<file path="src/rtl/ecc_rd_scrub_ctrl.sv">
// ecc_rd_scrub_ctrl: realigns read beats with a fixed-latency SECDED decoder, classifies them,
// queues corrected beats for scrub write-back and keeps error counters plus a first-fatal log.
module ecc_rd_scrub_ctrl #(
  parameter int ADDR_W      = 32,
  parameter int DEC_LAT     = 2,
  parameter int SCRUB_DEPTH = 4,
  parameter int CNT_W       = 16
) (
  input  logic              clock,
  input  logic              reset,
  input  logic              rd_valid,
  input  logic [ADDR_W-1:0] rd_addr,
  input  logic [71:0]       rd_data,
  output logic [71:0]       dec_data,
  input  logic [63:0]       dec_q,
  input  logic              dec_err_corrected,
  input  logic              dec_err_detected,
  input  logic              dec_err_fatal,
  output logic              out_valid,
  output logic [ADDR_W-1:0] out_addr,
  output logic [63:0]       out_data,
  output logic              out_poison,
  output logic              scrub_valid,
  output logic [ADDR_W-1:0] scrub_addr,
  output logic [63:0]       scrub_data,
  input  logic              scrub_ready,
  output logic              scrub_overflow,
  output logic [CNT_W-1:0]  corr_cnt,
  output logic [CNT_W-1:0]  fatal_cnt,
  output logic              fatal_log_valid,
  output logic [ADDR_W-1:0] fatal_log_addr,
  input  logic              cnt_clr
);
  localparam int PW = $clog2(SCRUB_DEPTH);
  logic [DEC_LAT-1:0] pv;
  logic [ADDR_W-1:0]  pa [DEC_LAT];
  logic               sv, fatal, corr, out_corr;
  logic [PW:0]        wp, rp;
  logic [ADDR_W+63:0] mem [SCRUB_DEPTH];
  logic               empty, full, pop, push_req, push, drop;
  assign dec_data = rd_data;
  assign sv    = pv[DEC_LAT-1];
  assign fatal = sv & (dec_err_fatal | (dec_err_detected & ~dec_err_corrected));
  assign corr  = sv & dec_err_corrected & ~fatal;
  always_ff @(posedge clock or posedge reset)
    if (reset) begin
      pv <= '0;
      for (int i = 0; i < DEC_LAT; i++) pa[i] <= '0;
    end else begin
      pv[0] <= rd_valid;
      pa[0] <= rd_addr;
      for (int i = 1; i < DEC_LAT; i++) begin
        pv[i] <= pv[i-1];
        pa[i] <= pa[i-1];
      end
    end
  always_ff @(posedge clock or posedge reset)
    if (reset) begin
      out_valid  <= 1'b0;
      out_addr   <= '0;
      out_data   <= '0;
      out_poison <= 1'b0;
      out_corr   <= 1'b0;
    end else begin
      out_valid  <= sv;
      out_addr   <= pa[DEC_LAT-1];
      out_data   <= dec_q;
      out_poison <= fatal;
      out_corr   <= corr;
    end
  // Scrub entries are pushed from the output register, so scrub_valid trails out_valid by one cycle.
  assign empty       = wp == rp;
  assign full        = (wp[PW-1:0] == rp[PW-1:0]) & (wp[PW] != rp[PW]);
  assign pop         = ~empty & scrub_ready;
  assign push_req    = out_valid & out_corr;
  assign push        = push_req & (~full | pop);
  assign drop        = push_req & full & ~pop;
  assign scrub_valid = ~empty;
  assign {scrub_addr, scrub_data} = mem[rp[PW-1:0]];
  always_ff @(posedge clock or posedge reset)
    if (reset) begin
      wp <= '0;
      rp <= '0;
      for (int i = 0; i < SCRUB_DEPTH; i++) mem[i] <= '0;
    end else begin
      if (push) mem[wp[PW-1:0]] <= {out_addr, out_data};
      wp <= push ? wp + 1'b1 : wp;
      rp <= pop ? rp + 1'b1 : rp;
    end
  always_ff @(posedge clock or posedge reset)
    if (reset) begin
      corr_cnt        <= '0;
      fatal_cnt       <= '0;
      fatal_log_valid <= 1'b0;
      fatal_log_addr  <= '0;
      scrub_overflow  <= 1'b0;
    end else if (cnt_clr) begin
      corr_cnt        <= '0;
      fatal_cnt       <= '0;
      fatal_log_valid <= 1'b0;
      fatal_log_addr  <= '0;
      scrub_overflow  <= 1'b0;
    end else begin
      if (corr && corr_cnt != '1) corr_cnt <= corr_cnt + 1'b1;
      if (fatal && fatal_cnt != '1) fatal_cnt <= fatal_cnt + 1'b1;
      if (fatal && !fatal_log_valid) begin
        fatal_log_valid <= 1'b1;
        fatal_log_addr  <= pa[DEC_LAT-1];
      end
      if (drop) scrub_overflow <= 1'b1;
    end
endmodule

</file>
<file path="config.mk">
export PLATFORM = sky130hd
export DESIGN_NAME = ecc_rd_scrub_ctrl
export DESIGN_NICKNAME = d
export VERILOG_FILES = /design/src/rtl/ecc_rd_scrub_ctrl.sv
export SDC_FILE = /design/constraint.sdc
export NUM_CORES = 1
export LEC_CHECK = 0
export ABC_AREA = 1
export CELL_PAD_IN_SITES_DETAIL_PLACEMENT = 1
export CELL_PAD_IN_SITES_GLOBAL_PLACEMENT = 2
export CORE_MARGIN = 2
export CORE_UTILIZATION = 32
export CTS_BUF_LIST = sky130_fd_sc_hd__clkbuf_4 sky130_fd_sc_hd__clkbuf_8 sky130_fd_sc_hd__clkbuf_16
export CTS_CLUSTER_DIAMETER = 40
export DETAILED_ROUTE_END_ITERATION = 10
export GPL_ROUTABILITY_DRIVEN = 0
export PLACE_DENSITY_LB_ADDON = 0.1
export SETUP_SLACK_MARGIN = 0.5
export SLEW_MARGIN = 20
export SYNTH_ARGS = -nofsm -noshare
export SYNTH_HDL_FRONTEND = slang
export SYNTH_SLANG_ARGS = --single-unit
</file>
<file path="constraint.sdc">
create_clock -name clock -period 66.3 [get_ports clock]
set_clock_uncertainty 0.15 [all_clocks]
set_input_delay 13.26 -clock clock [delete_from_list [all_inputs] [get_ports clock]]
set_output_delay 13.26 -clock clock [all_outputs]
set_load 0.005 [all_outputs]
</file>
==> results.toml <==
[power]
power_density_mw_per_mm2 = 49.4
irDropWorstVdd_mv = 0.0241
p_leak_nw = 16.5

[clocking]
cts_tree = "yes"
cts.repair.resized = 0
clock-sinks = 621
clockBufferDepth = 3
clk_pin_slew_ps = 60
htree_num_levels = 4
cts_buffers = 135
insertion_delay_ps = 720
cts-root-buf = "clkbuf_16"
hold_buffers = 0
cts_setup_buffers = 0

[final_layout]
final_common_cell = "nand2_1"
fill_cells = 9260
seq_area_mm2 = 0.0155
final_cell_mix = "nand2_1, dfrtp_1, nand4_1, clkdlybuf4s50_1, nor2_1"
multi_input_area_mm2 = 0.00934
layout-drive-gt1-share_pct = 8.91
areaGrowthSynthToFinish_pct = 31.3
nets = 3375

[sta]
fin_crit_ps = 26670
fmax_mhz = 37.5
slew_violations = 0
hold_ws_ps = 192
worst_slack_ps = 39630
grt_setup_unrepaired = "false"
fin_tns_setup_ps = 0
slew_headroom_pct = 21.7
finalHoldViolations = 0
tightest_slew_ps = 1170
period_share_pct = 40.2
setup_viol = 0

[setup_path]
crit_start = "rd_data[9]"
path_class = "in2out"
cp.arrival_ps = 13260
r2r_start = "rp[0]"
critPathCaptureType = "output port"
cp_max_fo = 1
cp_data_required_time_ps = 52890
startpoint_type = "input port"

[logic_synthesis]
synth_edf_count = 0
synth_cells = 2985
synthFlopType = "dfrtp_1"
synth_nets = 3168
avgSynthCellArea_um2 = 8.93
syn-cell-area_mm2 = 0.0267
ys_warn_count = 0
synth.distinct_cells = 28
muxShareOfSynthArea_pct = 0
synthTopCellsByArea = "dfrtp_1, nand2_1, nand4_1, o21ai_0, nor2_1"
ys_seq_area_share_pct = 58.3
synth_top_area_cell = "dfrtp_1"
yosysTopAreaCellShare_pct = 58.3
synth_top_family_by_area = "simple AND/OR/NAND/NOR gates"
ys_async_sr_fraction_pct = 100
synthSimpleGateAreaFrac_pct = 27.1
synth_compound_area_share_pct = 6.75
synthAdderAreaFrac_pct = 0.328
synthXorXnorAreaFrac_pct = 0.427
ys_seq_elements = 621

[placed_design]
io_buffer_count = 364
post-dp-hpwl_um = 52900
place_ws_ps = 39630

[global_route]
grt_pass1_vias = 25400
grt_max_degree = 195
grt_usage_pct = 23.0
antenna_found_initial = 1
grt_pass1_wl_um = 153000
overflow = 0

[drt]
drcViolationCount = 0
drt_iter0_markers = 1287
first_pass_iters = 5
via_per_inst = 5.28
wl_um = 98000
vias = 23100
antenna_left = 0
wl_per_cell_um = 22.4

[worst_hold_path]
hold_class = "reg2reg"
min-delay-start = "pa[41]"

[flow_run]
cap_violations = 0

[die]
start_util_pct = 32.4
coreArea_mm2 = 0.0822
die_h_um = 293
rows = 105
num_io_pins = 509
die_x_um = 293
die_area_mm2 = 0.0857

[status]
status = "completed"
## flip-flops by register name, indices dropped and copies added (netlist names), 2 cells and up
register / cells
out_data: 64
mem: 384
fatal_cnt: 16
pa: 64
pv: 2
rp: 3
wp: 3
fatal_log_addr: 32
out_addr: 32
corr_cnt: 16
## cell families after synthesis
group	Yosys count
XOR/XNOR	13
flip-flops	621
adder cells (fa/ha/maj)	7
AND/OR/NAND/NOR	1623
AO/OA/AOI/OAI	333
buffers and inverters	388
## per-stage QoR
step	std cells	area [um2]	util (%)	power (mW)
after CTS	4369	35000	42.6	1.75
after global placement	4125	30400	36.9	1.05
after global routing	4370	35000	42.6	1.83
after detailed placement	4125	30400	36.9	1.07
final	4370	35000	42.6	1.73
after floorplan	2985	26700	-	0.800
## final timing paths
check,end,slack (ps),cells past startpoint
worst max register to register,mem[246],60490,10
worst min register to register,pa[9],190,0
max in group asynchronous,mem[244],50620,4
worst min-delay path,pa[9],190,0
worst max-delay path,dec_data[9],39630,0
min in group asynchronous,out_data[1],12980,2
## final cells by class
type                       count  area share (%)
sequential                   621            44.4
multi-input combinational   1976            26.7
timing repair buffer         392            11.1
clock buffer                 173            10.9
tap                         1070            3.82
clock inverter                71            2.36
inverter                      66           0.768
antenna                        1         0.00715
## power by group
group          leakage [nW]  total (mW)  switching, mW  internal, mW
clock network          2.28       0.677          0.230         0.447
logic                  6.33       0.502          0.310         0.192
registers              7.94       0.551         0.0687         0.482
total                  16.5        1.73          0.609          1.12
## cells in the mapped netlist, types with 2 or more instances
cell / instances
nand2_1: 905
dfrtp_1: 621
nand4_1: 409
nor2_1: 241
o21ai_0: 230
clkbuf_1: 113
o22ai_1: 96
buf_4: 84
buf_2: 64
inv_1: 63
nand3_1: 56
buf_1: 55
xor2_1: 10
ha_1: 7
buf_6: 6
nand3_2: 4
o21bai_1: 4
or2_2: 3
xnor2_1: 3
inv_2: 2
nand3b_1: 2
## routing by layer
metal	track usage (%)	wire length [um]	vias up
li1	-	-	10500
met1	28.9	42500	11900
met2	38.9	48100	563
met3	5.65	5410	165
met4	7.19	2090	0
met5	0	0	-
No activity file was read; power rests on OpenSTA's default activity.
